[config.mk]
export PLATFORM = sky130hd
export DESIGN_NAME = sprite_compositor
export DESIGN_NICKNAME = d
export VERILOG_FILES = /design/src/rtl/sprite_compositor_pkg.sv /design/src/rtl/sprite_compositor_prio_encoder.sv /design/src/rtl/sprite_compositor.sv
export SDC_FILE = /design/constraint.sdc
export NUM_CORES = 1
export LEC_CHECK = 0
export ABC_CLOCK_PERIOD_IN_PS = 1200
export CAP_MARGIN = 30
export CORE_MARGIN = 4
export CORE_UTILIZATION = 29
export DETAILED_ROUTE_END_ITERATION = 8
export PLACE_DENSITY = 0.69
export SKIP_CTS_REPAIR_TIMING = 1
export SKIP_LAST_GASP = 1
export SLEW_MARGIN = 20
export SYNTH_ARGS = -nofsm -noshare
export SYNTH_HDL_FRONTEND = slang
export SYNTH_SLANG_ARGS = --single-unit
[constraint.sdc]
create_clock -name clk -period 1.2 [get_ports clk]
set_input_delay 0.24 -clock clk [delete_from_list [all_inputs] [get_ports clk]]
set_output_delay 0.24 -clock clk [all_outputs]
set_load 0.01 [all_outputs]
[src/rtl/sprite_compositor_pkg.sv]
// Shared constants and types for the sprite compositor.
package sprite_compositor_pkg;

    // Pixel format is RRRGGGBB.
    localparam int PIX_W = 8;

    // Colour driven outside active video and out of reset.
    localparam logic [PIX_W-1:0] PIX_BLACK = 8'h00;

    // Suggested background colour for integrators that have no palette yet.
    localparam logic [PIX_W-1:0] BG_DEFAULT = 8'h00;

    // Collision snapshot handshake: IDLE means no unread snapshot.
    typedef enum logic [0:0] {
        HS_IDLE    = 1'b0,
        HS_PENDING = 1'b1
    } hs_state_e;

endpackage

[src/rtl/sprite_compositor_prio_encoder.sv]
// Lowest-index-wins priority encoder used to pick the winning sprite.
module prio_encoder #(
    parameter int N     = 4,
    parameter int IDX_W = (N > 1) ? $clog2(N) : 1
) (
    input  logic [N-1:0]     req_i,
    output logic [IDX_W-1:0] idx_o,
    output logic             any_o
);

    // Scan from the top down so the lowest set index is the last to land.
    always_comb begin
        idx_o = {IDX_W{1'b0}};
        any_o = 1'b0;
        for (int i = N - 1; i >= 0; i--) begin
            if (req_i[i]) begin
                idx_o = IDX_W'(i);
                any_o = 1'b1;
            end else begin
                idx_o = idx_o;
                any_o = any_o;
            end
        end
    end

endmodule

[src/rtl/sprite_compositor.sv]
// Per-pixel sprite arbiter: picks the highest-priority drawing sprite,
// falls back to the background colour, and reports per-frame sprite
// overlaps to game logic through a valid/ack handshake.
module sprite_compositor #(
    parameter int NUM_SPR = 4,
    parameter int PIX_W   = sprite_compositor_pkg::PIX_W
) (
    input  logic                                   clk,
    input  logic                                   rst,
    input  logic                                   pix_en,
    input  logic                                   data_enable,
    input  logic                                   frame,
    input  logic [NUM_SPR-1:0]                     spr_draw,
    input  logic [NUM_SPR*PIX_W-1:0]               spr_pixel,
    input  logic [NUM_SPR-1:0]                     spr_en,
    input  logic [PIX_W-1:0]                       bg_color,
    output logic [PIX_W-1:0]                       vga_out,
    output logic [((NUM_SPR > 1) ? $clog2(NUM_SPR) : 1)-1:0] win_id,
    output logic                                   win_valid,
    output logic [NUM_SPR-1:0]                     coll_status,
    output logic                                   coll_valid,
    input  logic                                   coll_ack,
    output logic                                   coll_overrun
);

    import sprite_compositor_pkg::*;

    localparam int IDX_W = (NUM_SPR > 1) ? $clog2(NUM_SPR) : 1;

    // Requests and collision contribution for the current pixel
    logic [NUM_SPR-1:0] req_s;
    logic [NUM_SPR-1:0] contrib_s;
    logic               frame_evt_s;

    // Winner selection
    logic [IDX_W-1:0]   win_idx_s;
    logic               win_any_s;
    logic [PIX_W-1:0]   win_pixel_s;

    // Compositing registers
    logic [PIX_W-1:0]   vga_d,       vga_q;
    logic [IDX_W-1:0]   win_id_d,    win_id_q;
    logic               win_valid_d, win_valid_q;

    // Collision registers
    logic [NUM_SPR-1:0] acc_d,       acc_q;
    logic [NUM_SPR-1:0] status_d,    status_q;
    logic               overrun_d,   overrun_q;

    // Handshake state
    hs_state_e          hs_d,        hs_q;

    // Masked requests; an overlap is two or more simultaneous requests in active video.
    always_comb begin
        req_s       = spr_draw & spr_en;
        frame_evt_s = pix_en & frame;
        if (data_enable && ((req_s & (req_s - NUM_SPR'(1))) != {NUM_SPR{1'b0}})) begin
            contrib_s = req_s;
        end else begin
            contrib_s = {NUM_SPR{1'b0}};
        end
    end

    prio_encoder #(
        .N     (NUM_SPR),
        .IDX_W (IDX_W)
    ) u_prio (
        .req_i (req_s),
        .idx_o (win_idx_s),
        .any_o (win_any_s)
    );

    // Fetch the colour of the winning sprite from the packed bus.
    always_comb begin
        win_pixel_s = spr_pixel[win_idx_s*PIX_W +: PIX_W];
    end

    // Next composited pixel: black in blanking, background when nobody draws.
    always_comb begin
        vga_d       = vga_q;
        win_id_d    = win_id_q;
        win_valid_d = win_valid_q;
        if (pix_en) begin
            if (!data_enable) begin
                vga_d       = PIX_W'(PIX_BLACK);
                win_id_d    = {IDX_W{1'b0}};
                win_valid_d = 1'b0;
            end else if (!win_any_s) begin
                vga_d       = bg_color;
                win_id_d    = {IDX_W{1'b0}};
                win_valid_d = 1'b0;
            end else begin
                vga_d       = win_pixel_s;
                win_id_d    = win_idx_s;
                win_valid_d = 1'b1;
            end
        end else begin
            vga_d       = vga_q;
            win_id_d    = win_id_q;
            win_valid_d = win_valid_q;
        end
    end

    // Compositing output registers.
    always_ff @(posedge clk) begin
        if (rst) begin
            vga_q       <= PIX_W'(PIX_BLACK);
            win_id_q    <= {IDX_W{1'b0}};
            win_valid_q <= 1'b0;
        end else begin
            vga_q       <= vga_d;
            win_id_q    <= win_id_d;
            win_valid_q <= win_valid_d;
        end
    end

    // Collision accumulation and frame snapshot; the frame pixel's overlap
    // belongs to the closing frame, never to the new one.
    always_comb begin
        acc_d     = acc_q;
        status_d  = status_q;
        overrun_d = overrun_q;
        if (frame_evt_s) begin
            status_d = acc_q | contrib_s;
            acc_d    = {NUM_SPR{1'b0}};
            if ((hs_q == HS_PENDING) && !coll_ack) begin
                overrun_d = 1'b1;
            end else begin
                overrun_d = overrun_q;
            end
        end else if (pix_en) begin
            acc_d = acc_q | contrib_s;
        end else begin
            acc_d = acc_q;
        end
    end

    // Collision registers; reset also drops any partial frame.
    always_ff @(posedge clk) begin
        if (rst) begin
            acc_q     <= {NUM_SPR{1'b0}};
            status_q  <= {NUM_SPR{1'b0}};
            overrun_q <= 1'b0;
        end else begin
            acc_q     <= acc_d;
            status_q  <= status_d;
            overrun_q <= overrun_d;
        end
    end

    // Handshake next state; a new snapshot outranks a same-cycle ack.
    always_comb begin
        hs_d = hs_q;
        case (hs_q)
            HS_IDLE: begin
                if (frame_evt_s) begin
                    hs_d = HS_PENDING;
                end else begin
                    hs_d = HS_IDLE;
                end
            end
            HS_PENDING: begin
                if (frame_evt_s) begin
                    hs_d = HS_PENDING;
                end else if (coll_ack) begin
                    hs_d = HS_IDLE;
                end else begin
                    hs_d = HS_PENDING;
                end
            end
            default: begin
                hs_d = HS_IDLE;
            end
        endcase
    end

    // Handshake state register; acks are honoured regardless of pix_en.
    always_ff @(posedge clk) begin
        if (rst) begin
            hs_q <= HS_IDLE;
        end else begin
            hs_q <= hs_d;
        end
    end

    assign vga_out      = vga_q;
    assign win_id       = win_id_q;
    assign win_valid    = win_valid_q;
    assign coll_status  = status_q;
    assign coll_valid   = (hs_q == HS_PENDING);
    assign coll_overrun = overrun_q;

endmodule

After elaboration in Yosys (flattened, before gate mapping)
Cells that the tools add are included.
{"block": "classes", "bitwise_logic": 5, "add_sub_neg": 1, "mux": 19, "shift": 1, "n_reduce_logical": 6}
{"op": "$shiftx 32x6->8", "count": 1}
{"op": "$mux 8", "count": 2}
{"op": "$mux 2", "count": 6}
{"op": "$mux 1", "count": 9}
{"op": "$and 4x4->4", "count": 2}
{"op": "$mux 4", "count": 1}
{"op": "$or 4x4->4", "count": 1}
{"op": "$reduce_bool 4->1", "count": 1}
{"op": "$sub 4x1->4 const B", "count": 1}
{"op": "$logic_and 1x1->1", "count": 2}
{"op": "$pmux 1 s2", "count": 1}
{"op": "$reduce_and 2->1", "count": 1}
{"op": "$reduce_or 2->1", "count": 1}
{"op": "$and 1x1->1", "count": 1}
{"op": "$logic_not 1->1", "count": 1}
{"op": "$not 1->1", "count": 1}
{"block": "totals", "output_inout_bits": 17, "reg_bits": 21, "in_bits": 54, "elab_cells": 39}

Logic depth before layout (Yosys ltp)
{"block": "depth", "depth_word": 8, "ltp_mapped": 5, "mapped_depth_nobuf": 4}

Cells and area by module
Synthesis repeated with hierarchy kept, for this count alone.
{"block": "unflattened", "cells_unflattened": 136, "hier_area_um2": 1199.9}
{"module": "sprite_compositor", "n_inst": 1, "area_per_inst_um2": 1164.9, "seq_area_each_um2": 420.4, "cells_each": 129}
{"module": "prio_encoder", "n_inst": 1, "area_per_inst_um2": 35.0, "seq_area_each_um2": 0.0, "cells_each": 7}

Worst setup path after synthesis
Ideal clock, no wire load.
{"block": "synth_timing", "path_type": "in2reg", "startpoint": "in spr_draw[2]", "endpoint": "reg vga_q[0] (netlist: vga_out[0])", "required_time_ns": 1.078, "arrival_ns": 1.146, "setup_slack_ns": -0.068, "path_buffers": 1, "setup_time_ns": 0.122, "stages": 5, "cell_sequence": "and2_1 > buf_2 > o311ai_1 > a311oi_1 > a221o_1"}
{"block": "synth_between", "elab_chain_len": 7, "word_cells_on_any_way": 10, "classes_between": "shift: 1; mux: 8; bitwise: 1"}
{"item": "start, declared", "line_no": "sprite_compositor.sv:13", "text": "input logic [NUM_SPR-1:0] spr_draw,"}
{"item": "$and 4x4->4 (*)", "line_no": "sprite_compositor.sv:55", "text": "req_s = spr_draw & spr_en;"}
{"item": "$mux 2 (3 in a row)", "line_no": "sprite_compositor_prio_encoder.sv:16", "text": "if (req_i[i]) begin"}
{"item": "$shiftx 32x6->8", "line_no": "sprite_compositor.sv:75", "text": "win_pixel_s = spr_pixel[win_idx_s*PIX_W +: PIX_W];"}
{"item": "$mux 8 (*)", "line_no": "sprite_compositor.sv:88", "text": "end else if (!win_any_s) begin"}
{"item": "$mux 8 (*)", "line_no": "sprite_compositor.sv:84", "text": "if (!data_enable) begin"}
{"item": "end signal, assigned", "line_no": "sprite_compositor.sv:107", "text": "vga_q <= PIX_W'(PIX_BLACK);"}
{"item": "end signal, assigned", "line_no": "sprite_compositor.sv:111", "text": "vga_q <= vga_d;"}
{"item": "end, declared", "line_no": "sprite_compositor.sv:41", "text": "logic [PIX_W-1:0] vga_d, vga_q;"}
Mark *: on every way between the ends. The rest lies on a longest branch, timed or not.
A chain may end at the register's enable or synchronous reset.

Final worst setup path
{"block": "layout_timing", "startpoint": "in spr_pixel[28]", "endpoint": "reg vga_q[4] (netlist: vga_out[4])"}
{"block": "layout_between", "elab_chain_len": 3}
{"item": "start, declared", "line_no": "sprite_compositor.sv:14", "text": "input logic [NUM_SPR*PIX_W-1:0] spr_pixel,"}
{"item": "$shiftx 32x6->8", "line_no": "sprite_compositor.sv:75"}
{"item": "$mux 8", "line_no": "sprite_compositor.sv:88"}
{"item": "$mux 8", "line_no": "sprite_compositor.sv:84"}
No other way between the ends.

==> impl_results.md <==
* CP endpoint kind: register
* Final hold violations at 0
* Hold crit path type: primary input to register
* Pin count of the biggest net entering global routing at 16
* Grt ovf at 0
* First-pass GRT wire length at 6.07 mm
* Syn Inst Count at 135
* Die Area at 0.00490 mm^2
* R2R setup slack at 0.46 ns
* Synth Net Count at 189
* PortBufs at 70
* DRC viols at 0
* DP HPWL at 3.20 mm
* Static leakage at 1.17 nW
* Final Slew Violations at 0
* Final net count at 270
* Relative slew slack at 78.0%
* Die W at 70.0 um
* CTS buffer count at 3
* Synthesized area per cell at 8.25 um^2
* WHS Path Cells at 3
* Clock-pin slew on the worst setup and hold paths at 0.08 ns
* TritonCTS clock tree: yes
* WL final at 3.97 mm
* PD cells at 784 mW/mm^2
* Synth Flop Type: dfxtp_1
* Register area share after synthesis at 37.8%
* Vias/cell at 5.22
* Most common library cells after synthesis: dfxtp_1 (21), nand2_1 (14), nor2_1 (14)
* Post-synth cell types at 28
* Hold endpoint: coll_valid$_SDFF_PP0_
* Worst-path fanout max at 1
* Vias in the first global route at 1345
* Top-count cell post-synth: dfxtp_1
* Antenna viol nets, final at 0
* WP data arrival at 1.37 ns
* GP Congestion at 0.798
* Total track usage at 15.2%
* Worst-margin pin slew at 0.330 ns
* Routed met3 length at 201 um
* Syn Std Cell Area at 0.00111 mm^2
* Die Y at 70.0 um
* Max-capacitance violation count at 0
* Synth async-reset ratio at 0%
* Max Buffers Root-to-Sink at 2
* DP Worst Slack at -0.710 ns
* Fmax at 819 MHz
* VDD IR max at 0.000310 V
* Status: finished, violations left
* Worst path required time at 1.35 ns
* Failing checks: negative setup slack
* Clock Skew at 0.000254 ns
* Synth Register Bits at 21
* Iter 0 DRT Violations at 94
* Ys Warns at 0
* Setup crit start kind: primary input
* Area contributors post-synth: dfxtp_1 (38%), a221o_1 (7.2%), a311oi_1 (6.3%), o311ai_1 (6.3%), nand3b_1 (5.4%)
* Highest metal used: met4
* H-tree levels at 1
* Post-synth EDFFs at 0
* Rows at 22
* Routed wl met2 at 1.94 mm
* Clk Latency, worst-skew pair at 0.26 ns
* Setup_tns at -0.0210 ns
* Crit Path Category: primary input to register
* Worst reg2reg path depth at 3
* Worst r2r src: coll_valid$_SDFF_PP0_
* ANT cells at 0
* Setup violations, final at 1
* Initial antenna violation count at 0
* Min-Delay Startpoint: rst
* Layout cells sized above 1 at 25.6%
* I/O pins at 71
* Root Buffer: clkbuf_8
* Top cell type's share of synthesized area at 37.8%
* Area Overhead vs Synth at 99.8%
* Core area at 0.00369 mm^2
* Drt pass-1 iters at 4
* Yosys top cell by area: dfxtp_1
* FF-to-FF End: coll_overrun$_SDFFE_PP0P_
* Min Clock Period, post-route at 1.22 ns
* Routed via count at 1374
* M1 wire length at 1.74 mm
* Fillers at 345
* Final worst path period share at 102%
* RSZ-0062 raised after global routing: yes
* Num Clock Sinks at 21
* Routed length per placed instance at 15.1 um
* Final setup margin at -0.0210 ns
* Initial Util at 30.2%
-- cell type report --
class                           instances  area, um^2  share of cell area [%]
Clock buffer                            3        41.3                    1.86
Sequential cell                        21         420                    18.9
Timing Repair Buffer                   87         895                    40.2
Tap cell                               48        60.1                    2.70
Clock inverter                          1        5.00                   0.225
Multi-Input combinational cell        102         800                    35.9
Inverter                                1        3.75                   0.169
-- registers in the layout, indices dropped and copies added (netlist names) --
register      flops
win_valid         1
win_id            2
coll_valid        1
coll_status       4
coll_overrun      1
acc_q             4
vga_out           8
-- cells by family (layout without fill, tap and decap cells) --
group,Yosys count,count (layout),synth area share [%]
buf+inv,12,92,4.49
compound gates,42,42,30.7
simple gates,60,60,27.1
flops,21,21,37.8
-- layer usage --
metal | GRT usage, % | vias to the layer above
met2 | 24.6 | 43
met5 | 0 | -
met4 | 7.23 | 0
li1 | - | 680
met3 | 3.17 | 6
met1 | 19.2 | 645
-- how the worst max path moves through the flow --
stage / startpoint / endpoint / slack [ns] / depth (start not counted)
after floorplan: spr_draw[2] / vga_out[6]$_SDFFE_PP0P_ / -0.05 / 4
after global placement: spr_draw[2] / vga_out[5]$_SDFFE_PP0P_ / -0.66 / 5
after detailed placement: spr_draw[2] / vga_out[5]$_SDFFE_PP0P_ / -0.71 / 5
after CTS: spr_draw[2] / vga_out[5]$_SDFFE_PP0P_ / -0.44 / 5
after global routing: spr_pixel[28] / vga_out[4]$_SDFFE_PP0P_ / -0.04 / 4
final: spr_pixel[28] / vga_out[4]$_SDFFE_PP0P_ / -0.02 / 4
-- power by group --
group	switching (W)	internal (W)	total (W)
logic	0.000224	0.000311	0.000536
registers	0.0000173	0.000731	0.000748
clock network	0.000229	0.000231	0.000461
-- placed cells by master (no fill, tap or decap), types with 2 or more instances in the layout --
cell type	synthesis	final
a21oi_1	7	5
a21oi_2	0	2
a221o_1	8	8
a311oi_2	0	8
a31oi_1	4	3
and2_1	3	2
buf_4	1	18
clkbuf_2	0	2
clkbuf_8	0	3
clkdlybuf4s50_1	0	35
dfxtp_1	21	21
dlymetal6s2s_1	0	31
nand2_1	14	11
nand2_2	1	3
nand2b_1	3	3
nand3_1	4	4
nand3b_1	8	8
nor2_1	14	14
nor3_1	10	9
o311ai_2	0	8
-- metrics by stage --
stage                     area, um^2  utilization, %  hold slack [ns]  cells  power (W)
after global routing            2220            60.3            0.468    263    0.00183
after floorplan                 1120               -            0.312    135   0.000946
after global placement          1960            53.1            0.462    259    0.00125
after CTS                       2000            54.3            0.479    263    0.00172
after detailed placement        1960            53.1            0.465    259    0.00127
final                           2220            60.3            0.441    263    0.00174
-- critical path: stages --
cell	delay (ns)
clkdlybuf4s50_1	0.42
o311ai_2	0.30
a311oi_2	0.14
a221o_1	0.27
Note: power is estimated with default switching activity, not from simulation.
